===== src/rtl/pipe_ctrl_pkg.sv =====
// rtl/pipe_ctrl_pkg.sv - shared types and defaults for the pipeline hazard controller
package pipe_ctrl_pkg;

  localparam int DEF_REG_ADDR_W = 5;

  typedef enum logic [0:0] {
    ST_RUN      = 1'b0,
    ST_MEM_WAIT = 1'b1
  } ctrl_state_e;

endpackage


===== src/rtl/hazard_detect.sv =====
// rtl/hazard_detect.sv - combinational load-use comparator between ID sources and EX destination
module hazard_detect
  import pipe_ctrl_pkg::*;
#(
  parameter int REG_ADDR_W = DEF_REG_ADDR_W
) (
  input  logic [REG_ADDR_W-1:0] i_rs1,
  input  logic [REG_ADDR_W-1:0] i_rs2,
  input  logic                  i_uses_rs1,
  input  logic                  i_uses_rs2,
  input  logic [REG_ADDR_W-1:0] i_rd,
  input  logic                  i_rd_is_load,
  output logic                  o_hazard
);

  logic w_rd_live;
  logic w_rs1_hit;
  logic w_rs2_hit;

  // x0 is hardwired to zero, so a load targeting it never produces a dependency
  assign w_rd_live = i_rd_is_load && (i_rd != '0);
  assign w_rs1_hit = i_uses_rs1 && (i_rs1 == i_rd);
  assign w_rs2_hit = i_uses_rs2 && (i_rs2 == i_rd);
  assign o_hazard  = w_rd_live && (w_rs1_hit || w_rs2_hit);

endmodule


===== src/rtl/pipe_hazard_ctrl.sv =====
// rtl/pipe_hazard_ctrl.sv - stall/flush controller for the 5-stage pipeline registers and PC
module pipe_hazard_ctrl
  import pipe_ctrl_pkg::*;
#(
  parameter int REG_ADDR_W = DEF_REG_ADDR_W,
  parameter int TIMEOUT    = 16,
  parameter int CNT_W      = 32
) (
  input  logic                  i_clk,
  input  logic                  i_rst,
  input  logic [REG_ADDR_W-1:0] i_id_rs1,
  input  logic [REG_ADDR_W-1:0] i_id_rs2,
  input  logic                  i_id_uses_rs1,
  input  logic                  i_id_uses_rs2,
  input  logic [REG_ADDR_W-1:0] i_ex_rd,
  input  logic                  i_ex_mem_read,
  input  logic                  i_ex_branch_taken,
  input  logic                  i_mem_req,
  input  logic                  i_mem_ready,
  output logic                  o_pc_en,
  output logic                  o_ifid_en,
  output logic                  o_ifid_clear,
  output logic                  o_idex_en,
  output logic                  o_idex_clear,
  output logic                  o_exmem_en,
  output logic                  o_exmem_clear,
  output logic                  o_memwb_en,
  output logic                  o_memwb_clear,
  output logic                  o_mem_timeout,
  output logic [CNT_W-1:0]      o_stall_cnt
);

  localparam int              WAIT_W   = $clog2(TIMEOUT + 1);
  localparam logic [WAIT_W-1:0] WAIT_MAX = WAIT_W'(TIMEOUT);

  ctrl_state_e       r_state;
  ctrl_state_e       w_state_next;
  logic [WAIT_W-1:0] r_wait_cnt;
  logic [WAIT_W-1:0] w_wait_next;
  logic              r_timeout;
  logic [CNT_W-1:0]  r_stall_cnt;
  logic              w_mem_stall;
  logic              w_load_use;

  hazard_detect #(
    .REG_ADDR_W (REG_ADDR_W)
  ) u_hazard_detect (
    .i_rs1        (i_id_rs1),
    .i_rs2        (i_id_rs2),
    .i_uses_rs1   (i_id_uses_rs1),
    .i_uses_rs2   (i_id_uses_rs2),
    .i_rd         (i_ex_rd),
    .i_rd_is_load (i_ex_mem_read),
    .o_hazard     (w_load_use)
  );

  // The request cycle itself already freezes; MEM_WAIT keeps freezing until ready arrives
  assign w_mem_stall = ((r_state == ST_RUN)      && i_mem_req && !i_mem_ready) ||
                       ((r_state == ST_MEM_WAIT) && !i_mem_ready);

  // State register
  always_ff @(posedge i_clk) begin
    if (i_rst) begin
      r_state <= ST_RUN;
    end else begin
      r_state <= w_state_next;
    end
  end

  // Next-state logic: enter wait on an unready request, leave on the ready cycle
  always_comb begin
    w_state_next = r_state;
    case (r_state)
      ST_RUN: begin
        if (i_mem_req && !i_mem_ready) begin
          w_state_next = ST_MEM_WAIT;
        end
      end
      ST_MEM_WAIT: begin
        if (i_mem_ready) begin
          w_state_next = ST_RUN;
        end
      end
      default: w_state_next = ST_RUN;
    endcase
  end

  // Output priority mux: reset, memory freeze, taken branch, load-use, normal advance
  always_comb begin
    o_pc_en       = 1'b1;
    o_ifid_en     = 1'b1;
    o_ifid_clear  = 1'b0;
    o_idex_en     = 1'b1;
    o_idex_clear  = 1'b0;
    o_exmem_en    = 1'b1;
    o_exmem_clear = 1'b0;
    o_memwb_en    = 1'b1;
    o_memwb_clear = 1'b0;
    if (i_rst) begin
      o_pc_en       = 1'b0;
      o_ifid_en     = 1'b0;
      o_ifid_clear  = 1'b1;
      o_idex_en     = 1'b0;
      o_idex_clear  = 1'b1;
      o_exmem_en    = 1'b0;
      o_exmem_clear = 1'b1;
      o_memwb_en    = 1'b0;
      o_memwb_clear = 1'b1;
    end else if (w_mem_stall) begin
      // Everything up to EX/MEM holds; WB receives a bubble so nothing retires twice
      o_pc_en       = 1'b0;
      o_ifid_en     = 1'b0;
      o_idex_en     = 1'b0;
      o_exmem_en    = 1'b0;
      o_memwb_clear = 1'b1;
    end else if (i_ex_branch_taken) begin
      // ID and IF hold wrong-path instructions; any load-use on them is moot
      o_ifid_en     = 1'b0;
      o_ifid_clear  = 1'b1;
      o_idex_en     = 1'b0;
      o_idex_clear  = 1'b1;
    end else if (w_load_use) begin
      o_pc_en       = 1'b0;
      o_ifid_en     = 1'b0;
      o_idex_en     = 1'b0;
      o_idex_clear  = 1'b1;
    end
  end

  // Wait counter only runs while frozen on memory and saturates at the timeout threshold
  always_comb begin
    w_wait_next = '0;
    if (w_mem_stall) begin
      w_wait_next = (r_wait_cnt == WAIT_MAX) ? WAIT_MAX : r_wait_cnt + WAIT_W'(1);
    end
  end

  // Wait counter and sticky timeout flag
  always_ff @(posedge i_clk) begin
    if (i_rst) begin
      r_wait_cnt <= '0;
      r_timeout  <= 1'b0;
    end else begin
      r_wait_cnt <= w_wait_next;
      if (w_wait_next == WAIT_MAX) begin
        r_timeout <= 1'b1;
      end
    end
  end

  // Saturating count of cycles in which the PC did not advance
  always_ff @(posedge i_clk) begin
    if (i_rst) begin
      r_stall_cnt <= '0;
    end else if (!o_pc_en && (r_stall_cnt != {CNT_W{1'b1}})) begin
      r_stall_cnt <= r_stall_cnt + CNT_W'(1);
    end
  end

  assign o_mem_timeout = r_timeout;
  assign o_stall_cnt   = r_stall_cnt;

endmodule


===== config.mk =====
export PLATFORM = sky130hd
export DESIGN_NAME = pipe_hazard_ctrl
export DESIGN_NICKNAME = d
export VERILOG_FILES = /design/src/rtl/pipe_ctrl_pkg.sv /design/src/rtl/hazard_detect.sv /design/src/rtl/pipe_hazard_ctrl.sv
export SDC_FILE = /design/constraint.sdc
export NUM_CORES = 1
export LEC_CHECK = 0
export ABC_CLOCK_PERIOD_IN_PS = 6130
export BUFFER_PORTS_ARGS = -buffer_cell sky130_fd_sc_hd__buf_2
export CORE_MARGIN = 2
export CORE_UTILIZATION = 30
export CTS_BUF_LIST = sky130_fd_sc_hd__clkbuf_8
export CTS_CLUSTER_DIAMETER = 40
export DETAILED_ROUTE_END_ITERATION = 6
export GPL_TIMING_DRIVEN = 0
export HOLD_SLACK_MARGIN = 0.12
export PLACE_DENSITY = 0.52
export SLEW_MARGIN = 5
export SYNTH_ARGS = -nofsm -noshare
export SYNTH_HDL_FRONTEND = slang
export SYNTH_SLANG_ARGS = --single-unit

===== constraint.sdc =====
create_clock -name i_clk -period 6.13 [get_ports i_clk]
set_input_delay 1.226 -clock i_clk [delete_from_list [all_inputs] [get_ports i_clk]]
set_output_delay 1.226 -clock i_clk [all_outputs]
set_load 0.005 [all_outputs]

==> results of run 1 <==
sequential cells by signal, summed over array words and instances (netlist names):
signal and count:
o_stall_cnt 32, r_wait_cnt 5, o_mem_timeout 1, r_state 1
power by group through the flow:
stage          Clock [W]  Combinational [W]  Sequential [W]
6_report        0.000164          0.0000567        0.000259
2_1_floorplan          0          0.0000316        0.000265
4_1_cts         0.000168          0.0000577        0.000259
5_1_grt         0.000182          0.0000638        0.000260
3_3_place_gp           0          0.0000568        0.000265
3_5_place_dp           0          0.0000575        0.000265
synthesized netlist by cell type (9+ instances only):
cell type  count  area share [%]
a21oi_1       25             5.6
clkbuf_1      11             1.9
dfxtp_1       39              35
inv_1         11             1.9
nand2_1       17             2.9
nand3_1       17             3.8
nand4_1       12             3.4
nor2_1        16             2.7
o21ai_0        9             2.0
o31ai_1       13             4.4
or3_1          9             2.5
or4_1         14             4.7
xnor2_1       12             4.7
worst max-delay path, stage by stage:
cell,delay (ns)
buf_2,0.12
or4_1,0.50
o21ai_0,0.28
nand2b_1,0.17
and3_1,0.18
buf_4,0.11
buf_2,0.10
logic make-up (layout without fill, tap and decap cells):
group                      Yosys count  after routing  share of synthesized area, %
xor gates and xnor gates            17             17                          6.72
and+or+nand+nor                    118            118                          30.7
buffers and inverters               27             96                          5.08
DFF                                 39             39                          35.3
adders and majority gates            4              4                          2.15
muxes                                5              5                          2.49
AOI/OAI and AO/OA                   62             62                          17.6
how the worst max path moves through the flow:
stage                    start        end  slack (ns)  cells after the start
CTS                 i_ex_rd[0]  o_ifid_en        2.19                      7
floorplan           i_ex_rd[0]  o_ifid_en        2.54                      5
detailed placement  i_ex_rd[0]  o_ifid_en        2.20                      7
global route        i_ex_rd[0]  o_ifid_en        2.03                      7
finish              i_ex_rd[0]  o_ifid_en        2.20                      7
global placement    i_ex_rd[0]  o_ifid_en        2.23                      7
per-layer routing:
| metal | part of all wire (%) | up-vias |
|---|---|---|
| li1 | - | 1147 |
| met4 | 0.70 | 0 |
| met1 | 47 | 1053 |
| met5 | 0 | - |
| met3 | 5.9 | 4 |
| met2 | 46 | 64 |
cell type report:
class	count	area (µm²)	share of cell area (%)
well taps	99	124	4.54
plain buffers	16	71.3	2.62
clock buffers	5	68.8	2.52
multi-input cells	206	1320	48.5
repair buffers	63	315	11.6
clock inverters	1	3.75	0.138
inverters	11	41.3	1.51
flip-flops and latches	39	781	28.6
through the flow:
step	cell area (µm²)	power [W]	setup WS [ns]	util [%]
5_1_grt	2730	0.000505	2.03	37.8
2_1_floorplan	2210	0.000296	2.54	-
4_1_cts	2730	0.000485	2.19	37.8
3_3_place_gp	2650	0.000322	2.23	36.8
6_report	2730	0.000480	2.20	37.8
3_5_place_dp	2650	0.000323	2.20	36.8
layout by cell type (no fill, tap or decap), drive strengths merged, types with 2 or more instances in the layout:
cell,n
o31ai,13
clkbuf,16
mux2,4
or4,14
nor2b,4
dfxtp,39
o21a,5
a21oi,25
xnor2,12
nand2,17
xor2,5
or3,11
nand4,13
o21ai,9
and4,2
inv,12
o41ai,2
and3,3
or2,4
and2,3
nand3,17
o31a,2
buf,68
nor4,7
nor2,16
ha,3
nor3,4
==> results_dict.tcl, run 1 <==
set metrics [dict create \
    holdCritPathClass "reg -> reg" \
    dieArea_um2 8090 \
    rr_worst_depth 9 \
    holdPathEnd "o_mem_timeout$_SDFFE_PP0N_" \
    ant_nets 0 \
    crit_type "in -> out" \
    placementRows 31 \
    grt_pass1_wl_mm 10.7 \
    gp_congestion 0.767 \
    numPortBuffers 63 \
    maxCapViolations 0 \
    fmax_mhz 254 \
    tightest_slew_ns 0.561 \
    r2r_start "o_stall_cnt[0]$_SDFFE_PP0P_" \
    status "completed" \
    synth_cell_types 42 \
    synth-edff-count 0 \
    grt_use_total_pct 16.4 \
    grt_pass1_vias 2133 \
    rsz0062_at_grt "false" \
    dr_total_vias 2268 \
    powerDensity_nw_per_um2 176 \
    cp-start-kind "primary input" \
    drtIter0Drc 132 \
    dp_hpwl_mm 4.70 \
    grtUsageMet2_pct 26.1 \
    p_comb_share_pct 11.8 \
    grt_remaining_overflow 0 \
    cp.required_ns 4.90 \
    diodes 0 \
    clkTransAtPathRegs_ns 0.07 \
    clock_latency_ns 0.29 \
    yosysWarnings 0 \
    clock-root-buffer "clkbuf_8" \
    r2r_end "o_stall_cnt[9]$_SDFFE_PP0P_" \
    grtUsageMet1_pct 22.3 \
    whs_ns 0.477 \
    max_slew_margin_pct 62.6 \
    n_fill_cell 785 \
    final_nets 368 \
    peakVddDrop_mv 0.0964 \
    power_switching_w 0.000127 \
    post-route-drc-count 0 \
    cts.sinks 39 \
    cts_htree_levels 2 \
    fin_worst_skew_ns 0.00450 \
    antenna_found_initial 0 \
    ys_seq_elements 39 \
    synth-main-ff-cell "dfxtp_1" \
    cp-end-kind "output pin" \
    sequentialPowerShare_pct 54.0 \
    period_needed_ns 3.93 \
    async_flop_share_pct 0 \
    numCtsBuffers 5 \
    synth_nets 298 \
    worstPathArrival_ns 2.71 \
    viasPerCell 5.15 \
    clockBufferDepth 2 \
    drive_gt1_share_pct 25.2 \
    path_max_fanout 3 \
    die_height_um 89.9 \
    ctsResizeCount 0 \
    firstDrtPassIters 4 \
    fin_cells 440 \
    swShare_pct 26.4 \
    routedWlPerCell_um 14.6 \
    grt.busiest_layer "met2" \
    start_util_pct 30.7 \
    fin_setup_tns_ns 0 \
    use_met3_pct 4.36 \
    worstHoldStart "o_mem_timeout$_SDFFE_PP0N_" \
    drv_slew 0 \
    pwr-share-clk_pct 34.2 \
    post-route-period-util_pct 64.1 \
    die_x_um 89.9 \
    core_um2 7210 \
    p_leak_nw 1.01 \
    syn_avg_cell_area_um2 8.14 \
    cts_setup_buffers 0 \
    area_delta_synth_final_pct 23.1 \
    grt_max_degree 11 \
    io_pins 65 \
    cts_hold_buf 0 \
    dp_cells 434 \
    routed_wl_mm 6.43 \
    setup_viol 0 \
    hold_viol 0 \
    syn_area_um2 2210 \
    whs_path_depth 1 \
    ys_seq_area_share_pct 35.3 \
    r2r_slack_ns 3.47 \
    p_int_w 0.000353 \
    tritoncts "yes" \
    syn_inst 272 \
]
No activity file was read; power rests on OpenSTA's default activity.
==> inputs of run 2 (changes only) <==
--- a/config.mk
+++ b/config.mk
@@ -5,7 +5,7 @@
 export SDC_FILE = /design/constraint.sdc
 export NUM_CORES = 1
 export LEC_CHECK = 0
-export ABC_CLOCK_PERIOD_IN_PS = 6130
+export ABC_CLOCK_PERIOD_IN_PS = 3450
 export BUFFER_PORTS_ARGS = -buffer_cell sky130_fd_sc_hd__buf_2
 export CORE_MARGIN = 2
 export CORE_UTILIZATION = 30
@@ -14,7 +14,7 @@
 export DETAILED_ROUTE_END_ITERATION = 6
 export GPL_TIMING_DRIVEN = 0
 export HOLD_SLACK_MARGIN = 0.12
-export PLACE_DENSITY = 0.52
+export PLACE_DENSITY = 0.54
 export SLEW_MARGIN = 5
 export SYNTH_ARGS = -nofsm -noshare
 export SYNTH_HDL_FRONTEND = slang
==> constraint.sdc (replaced) <==
create_clock -name i_clk -period 3.45 [get_ports i_clk]
set_input_delay 0.69 -clock i_clk [delete_from_list [all_inputs] [get_ports i_clk]]
set_output_delay 0.69 -clock i_clk [all_outputs]
set_load 0.005 [all_outputs]
==> run 2 against run 1 <==
  * Clock skew down 0.0019 ns
  * Setup slack lost 1.6 ns
  * Cell count did not move
  * Sequential share of layout area unchanged
  * Non-clock buffer count is the same
  * Die area unchanged
  * Clock power increased by 76%
  * Clock-buffer cell count did not move
  * Combinational power grew 78%
  * Critical path type unchanged
  * Critical endpoint unchanged
==> results_dict.tcl, run 2 (synthesis gave the netlist of run 1 again) <==
set metrics [dict create \
    io_pins 65 \
    routedWlPerCell_um 14.6 \
    firstDrtPassIters 4 \
    crit_family "simple AND/OR/NAND/NOR gates" \
    cts_setup_buffers 0 \
    viasPerCell 5.18 \
    gp_congestion 0.815 \
    ctsResizeCount 0 \
    crit_path_cell_trace "buf_2, or4_1, o21ai_0, nand2b_1, and3_1, buf_4, buf_2" \
    numCtsBuffers 5 \
    clockBufferDepth 2 \
    dp_cells 434 \
    status "completed" \
    worstPathArrival_ns 2.12 \
    grtUsageMet1_pct 22.6 \
    powerDensity_nw_per_um2 312 \
    pwr-share-clk_pct 34.0 \
    fin_cells 440 \
    tightest_slew_ns 0.558 \
    fmax_mhz 356 \
    dr_total_vias 2278 \
    hold_viol 0 \
    routed_wl_mm 6.44 \
    worst-path-buf-inv 3 \
    dieArea_um2 8090 \
    power_switching_w 0.000224 \
    dp_hpwl_mm 4.64 \
    core_um2 7210 \
    grt_pass1_wl_mm 10.7 \
    post-route-drc-count 0 \
    largest_register_ff_count 32 \
    drtIter0Drc 146 \
    maxCapViolations 0 \
    drv_slew 0 \
    p_int_w 0.000627 \
    grt_remaining_overflow 0 \
    final_nets 368 \
    post-route-period-util_pct 81.4 \
    area_delta_synth_final_pct 23.1 \
    tritoncts "yes" \
    clkTransAtPathRegs_ns 0.07 \
    cp-end-kind "output pin" \
    grt.busiest_layer "met2" \
    cts.sinks 39 \
    clock_latency_ns 0.29 \
    diodes 0 \
    slowest_delay_ns 0.51 \
    use_met3_pct 3.02 \
    setup_viol 0 \
    setup_ws_ns 0.641 \
    path_common_cell "buf_2" \
    slowest_stage "or4_1" \
    p_leak_nw 1.01 \
    start_util_pct 30.7 \
    peakVddDrop_mv 0.161 \
    die_x_um 89.9 \
    drive_gt1_share_pct 25.2 \
    period_needed_ns 2.81 \
    holdCritPathClass "reg -> reg" \
    dp_slack_ns 0.434 \
    sequentialPowerShare_pct 54.1 \
    crit_type "in -> out" \
    placementRows 31 \
    cp.required_ns 2.76 \
    cp-start-kind "primary input" \
    cts_hold_buf 0 \
    fin_setup_tns_ns 0 \
    clock-root-buffer "clkbuf_8" \
    grtUsageMet2_pct 24.2 \
    antenna_found_initial 0 \
    whs_ns 0.481 \
    max_slew_margin_pct 62.8 \
    grt_max_degree 11 \
    die_height_um 89.9 \
    fin_worst_skew_ns 0.00260 \
    grt_use_total_pct 15.9 \
    grt_pass1_vias 2181 \
    p_comb_share_pct 11.9 \
    cts_htree_levels 2 \
    final_cell_mix "66 x buf_2, 39 x dfxtp_1, 25 x a21oi_1, 17 x nand2_1, 17 x nand3_1" \
    numPortBuffers 63 \
    ant_nets 0 \
    rsz0062_at_grt "false" \
    n_fill_cell 788 \
    layout_commonest_cell "buf_2" \
    path_max_fanout 3 \
    swShare_pct 26.3 \
]
-- run 2: cell counts in the layout (fill, tap and decap cells not counted) --
No cell type changed its count.
-- run 2: area by class of cell --
cell class                 count  area, µm²  area share (%)
inverter                      11       41.3            1.51
clock buffer                   5       68.8            2.52
tap                           99        124            4.54
timing repair buffer          63        315            11.6
sequential                    39        781            28.6
clock inverter                 1       3.75           0.138
multi-input combinational    206       1320            48.5
buffer                        16       71.3            2.62
-- run 2: worst paths after layout --
| path | startpoint | to | slack [ns] | cells after the start |
|---|---|---|---|---|
| worst max-delay path | i_ex_rd[0] | o_ifid_en | 0.64 | 7 |
| worst min-delay path | o_mem_timeout$_SDFFE_PP0N_ | o_mem_timeout$_SDFFE_PP0N_ | 0.48 | 1 |
| worst min register to register | o_mem_timeout$_SDFFE_PP0N_ | o_mem_timeout$_SDFFE_PP0N_ | 0.48 | 1 |
| worst max register to register | o_stall_cnt[0]$_SDFFE_PP0P_ | o_stall_cnt[1]$_SDFFE_PP0P_ | 0.85 | 9 |
-- run 2: power by group through the flow --
stage / registers (W) / logic (W) / clock network [W]
floorplan: 0.000470 / 0.0000561 / 0
global placement: 0.000471 / 0.000101 / 0
detailed placement: 0.000471 / 0.000102 / 0
CTS: 0.000460 / 0.000102 / 0.000297
global route: 0.000461 / 0.000113 / 0.000321
finish: 0.000460 / 0.000101 / 0.000289
-- run 2: routing by layer --
metal | up-vias | wire [µm]
met5 | - | 0
met3 | 4 | 253
met4 | 0 | 31
met1 | 1080 | 3260
li1 | 1150 | -
met2 | 44 | 2900
-- run 2: per-stage QoR --
step	util (%)	total power (W)	cell area, µm²
finish	37.8	0.000851	2730
global route	37.8	0.000895	2730
CTS	37.8	0.000860	2730
detailed placement	36.8	0.000573	2650
global placement	36.8	0.000572	2650
floorplan	-	0.000527	2210
==> inputs of run 3 (changes only) <==
--- a/config.mk
+++ b/config.mk
@@ -5,7 +5,8 @@
 export SDC_FILE = /design/constraint.sdc
 export NUM_CORES = 1
 export LEC_CHECK = 0
-export ABC_CLOCK_PERIOD_IN_PS = 3450
+export ABC_AREA = 1
+export ABC_CLOCK_PERIOD_IN_PS = 2850
 export BUFFER_PORTS_ARGS = -buffer_cell sky130_fd_sc_hd__buf_2
 export CORE_MARGIN = 2
 export CORE_UTILIZATION = 30
@@ -14,7 +15,7 @@
 export DETAILED_ROUTE_END_ITERATION = 6
 export GPL_TIMING_DRIVEN = 0
 export HOLD_SLACK_MARGIN = 0.12
-export PLACE_DENSITY = 0.54
+export PLACE_DENSITY = 0.51
 export SLEW_MARGIN = 5
 export SYNTH_ARGS = -nofsm -noshare
 export SYNTH_HDL_FRONTEND = slang
==> constraint.sdc (replaced) <==
create_clock -name i_clk -period 2.85 [get_ports i_clk]
set_input_delay 0.57 -clock i_clk [delete_from_list [all_inputs] [get_ports i_clk]]
set_output_delay 0.57 -clock i_clk [all_outputs]
set_load 0.005 [all_outputs]
==> run 3 against run 2 <==
  * Clock-buffer cell count unchanged
  * Flip-flop and latch count unchanged
  * Synthesized area up 21%
  * Core utilization down 0.86 points
  * Clock skew up 0.0072 ns
  * Total power up 22%
  * Critical path type unchanged
  * Largest power group unchanged
  * Highest routed layer unchanged
==> results_dict.tcl, run 3 <==
set metrics [dict create \
    fin_setup_tns_ns 0 \
    cp-start-kind "primary input" \
    max_slew_margin_pct 58.1 \
    die_height_um 98.7 \
    worstPathArrival_ns 2.00 \
    drv_slew 0 \
    clock_latency_ns 0.29 \
    grt_max_degree 12 \
    slowest_delay_ns 0.47 \
    drive_gt1_share_pct 16.9 \
    synth-main-ff-cell "dfxtp_1" \
    synth_top_cells_by_count "149 x nand2_1, 62 x nor2_1, 48 x nand3_1" \
    critical_path_depth 6 \
    status "completed" \
    diodes 0 \
    numPortBuffers 63 \
    cts_hold_buf 0 \
    tritoncts "yes" \
    crit_family "buffers and inverters" \
    r2r_slack_ns 0.64 \
    holdCritPathClass "reg -> reg" \
    gp_congestion 0.911 \
    crit_type "in -> out" \
    final_nets 546 \
    start_util_pct 30.8 \
    maxCapViolations 0 \
    placementRows 34 \
    numCtsBuffers 5 \
    cts_htree_levels 2 \
    fmax_mhz 389 \
    pwr-share-clk_pct 34.8 \
    synth_nets 476 \
    antenna_found_initial 0 \
    grt_pass1_wl_mm 13.4 \
    firstDrtPassIters 5 \
    grt_remaining_overflow 0 \
    rr_worst_depth 11 \
    cts.sinks 39 \
    drtIter0Drc 130 \
    dieArea_um2 9740 \
    p_int_w 0.000761 \
    hold_viol 0 \
    dr_total_vias 2935 \
    yosysWarnings 0 \
    cp-end-kind "output pin" \
    post-route-period-util_pct 90.1 \
    r2r_start "o_stall_cnt[0]$_SDFFE_PP0P_" \
    fin_worst_skew_ns 0.00980 \
    synth_area_leaders "dfxtp_1 29%, nand2_1 21%, nand3_1 8.9%" \
    powerDensity_nw_per_um2 322 \
    p_comb_share_pct 11.6 \
    rsz0062_at_grt "false" \
    routedWlPerCell_um 12.6 \
    grt_use_total_pct 16.9 \
    ys_seq_area_share_pct 29.0 \
    peakVddDrop_mv 0.181 \
    swShare_pct 26.6 \
    yosysTopAreaCellShare_pct 29.0 \
    io_pins 65 \
    power_switching_w 0.000276 \
    crit_path_cell_trace "clkbuf_1, nor2_1, nand2_2, buf_1, inv_1, buf_2" \
    ant_nets 0 \
    yosys.area.top_type "dfxtp_1" \
    async_flop_share_pct 0 \
    die_x_um 98.7 \
    clock-root-buffer "clkbuf_8" \
    path_max_fanout 10 \
    core_um2 8720 \
    sequentialPowerShare_pct 53.5 \
    final_cell_mix "149 x nand2_1, 65 x buf_2, 62 x nor2_1, 48 x inv_1, 48 x nand3_1" \
    p_leak_nw 1.44 \
    worst-path-buf-inv 4 \
    clockBufferDepth 2 \
    cp-startpoint "i_rst" \
    area_delta_synth_final_pct 19.8 \
    cts_setup_buffers 0 \
    finalPower_w 0.00104 \
    synth-edff-count 0 \
    slowest_stage "clkbuf_1" \
    r2r_end "o_stall_cnt[12]$_SDFFE_PP0P_" \
    period_needed_ns 2.57 \
    grt_pass1_vias 2837 \
    post-route-drc-count 0 \
    cp.required_ns 2.28 \
    syn_inst 450 \
    routed_wl_mm 7.93 \
    yosysMostFrequentCell "nand2_1" \
    ctsResizeCount 0 \
    syn_area_um2 2690 \
    clkTransAtPathRegs_ns 0.08 \
    setup_viol 0 \
    crit_path_end "o_pc_en" \
    layout_commonest_cell "nand2_1" \
    syn_avg_cell_area_um2 5.98 \
    largest_register_ff_count 32 \
    ys_seq_elements 39 \
    viasPerCell 4.67 \
    tightest_slew_ns 0.628 \
    synth_cell_types 28 \
    dp_hpwl_mm 6.33 \
]
==> run 3: changes by cell type after synthesis, moves of 6 or more <==
| cell | delta |
|---|---|
| xnor2_1 | -8 |
| o31ai_1 | -13 |
| nand2_1 | +132 |
| inv_1 | +35 |
| or3_1 | -9 |
| nand3_1 | +31 |
| nor4_1 | -7 |
| or4_1 | -14 |
| nand4_1 | -6 |
| nor2_1 | +46 |
| xor2_1 | +10 |
| nand3b_1 | +6 |
==> run 3: power groups by stage <==
stage          Combinational (W)  Sequential, W  Clock (W)
2_1_floorplan          0.0000735       0.000567          0
3_3_place_gp            0.000122       0.000568          0
3_5_place_dp            0.000122       0.000568          0
4_1_cts                 0.000123       0.000555   0.000376
5_1_grt                 0.000138       0.000557   0.000392
6_report                0.000121       0.000555   0.000361
==> run 3: metrics by stage <==
step	worst slack (ns)	area (µm²)	hold WS (ns)	utilization [%]	std cells
floorplan	0.802	2690	0.464	-	450
global placement	0.198	3140	0.449	36.0	621
detailed placement	0.210	3140	0.458	36.0	621
CTS	0.211	3220	0.480	36.9	629
global route	0.0593	3220	0.507	36.9	629
finish	0.283	3220	0.478	36.9	629
==> run 3: cell families after synthesis <==
family	Yosys count	share of synthesized area (%)
AO/OA/AOI/OAI	37	7.17
flip-flops	39	29.0
AND/OR/NAND/NOR	288	46.1
buffers and inverters	64	10.1
adder cells (fa/ha/maj)	3	1.40
XOR/XNOR	19	6.19
==> run 3: worst min path at each step <==
stage | start | endpoint | slack [ns] | cells past startpoint
2_1_floorplan | o_mem_timeout$_SDFFE_PP0N_ | o_mem_timeout$_SDFFE_PP0N_ | 0.46 | 1
3_3_place_gp | o_mem_timeout$_SDFFE_PP0N_ | o_mem_timeout$_SDFFE_PP0N_ | 0.45 | 1
3_5_place_dp | o_mem_timeout$_SDFFE_PP0N_ | o_mem_timeout$_SDFFE_PP0N_ | 0.46 | 1
4_1_cts | o_mem_timeout$_SDFFE_PP0N_ | o_mem_timeout$_SDFFE_PP0N_ | 0.48 | 1
5_1_grt | o_mem_timeout$_SDFFE_PP0N_ | o_mem_timeout$_SDFFE_PP0N_ | 0.51 | 1
6_report | o_mem_timeout$_SDFFE_PP0N_ | o_mem_timeout$_SDFFE_PP0N_ | 0.48 | 1
==> run 3: routing by layer <==
layer / up-vias / global-route usage (%) / wire length [µm]
li1: 1556 / - / -
met1: 1301 / 22.0 / 3780
met2: 72 / 29.3 / 3610
met3: 6 / 2.91 / 458
met4: 0 / 3.48 / 78
met5: - / 0 / 0
==> run 3: area by class of cell <==
class / count / area (µm²)
multi-input cells: 347 / 1640
well taps: 108 / 135
repair buffers: 63 / 315
inverters: 49 / 184
flip-flops and latches: 39 / 781
clock inverters: 3 / 12.5
plain buffers: 15 / 88.8
clock buffers: 5 / 68.8
fillers: 1000 / 5500
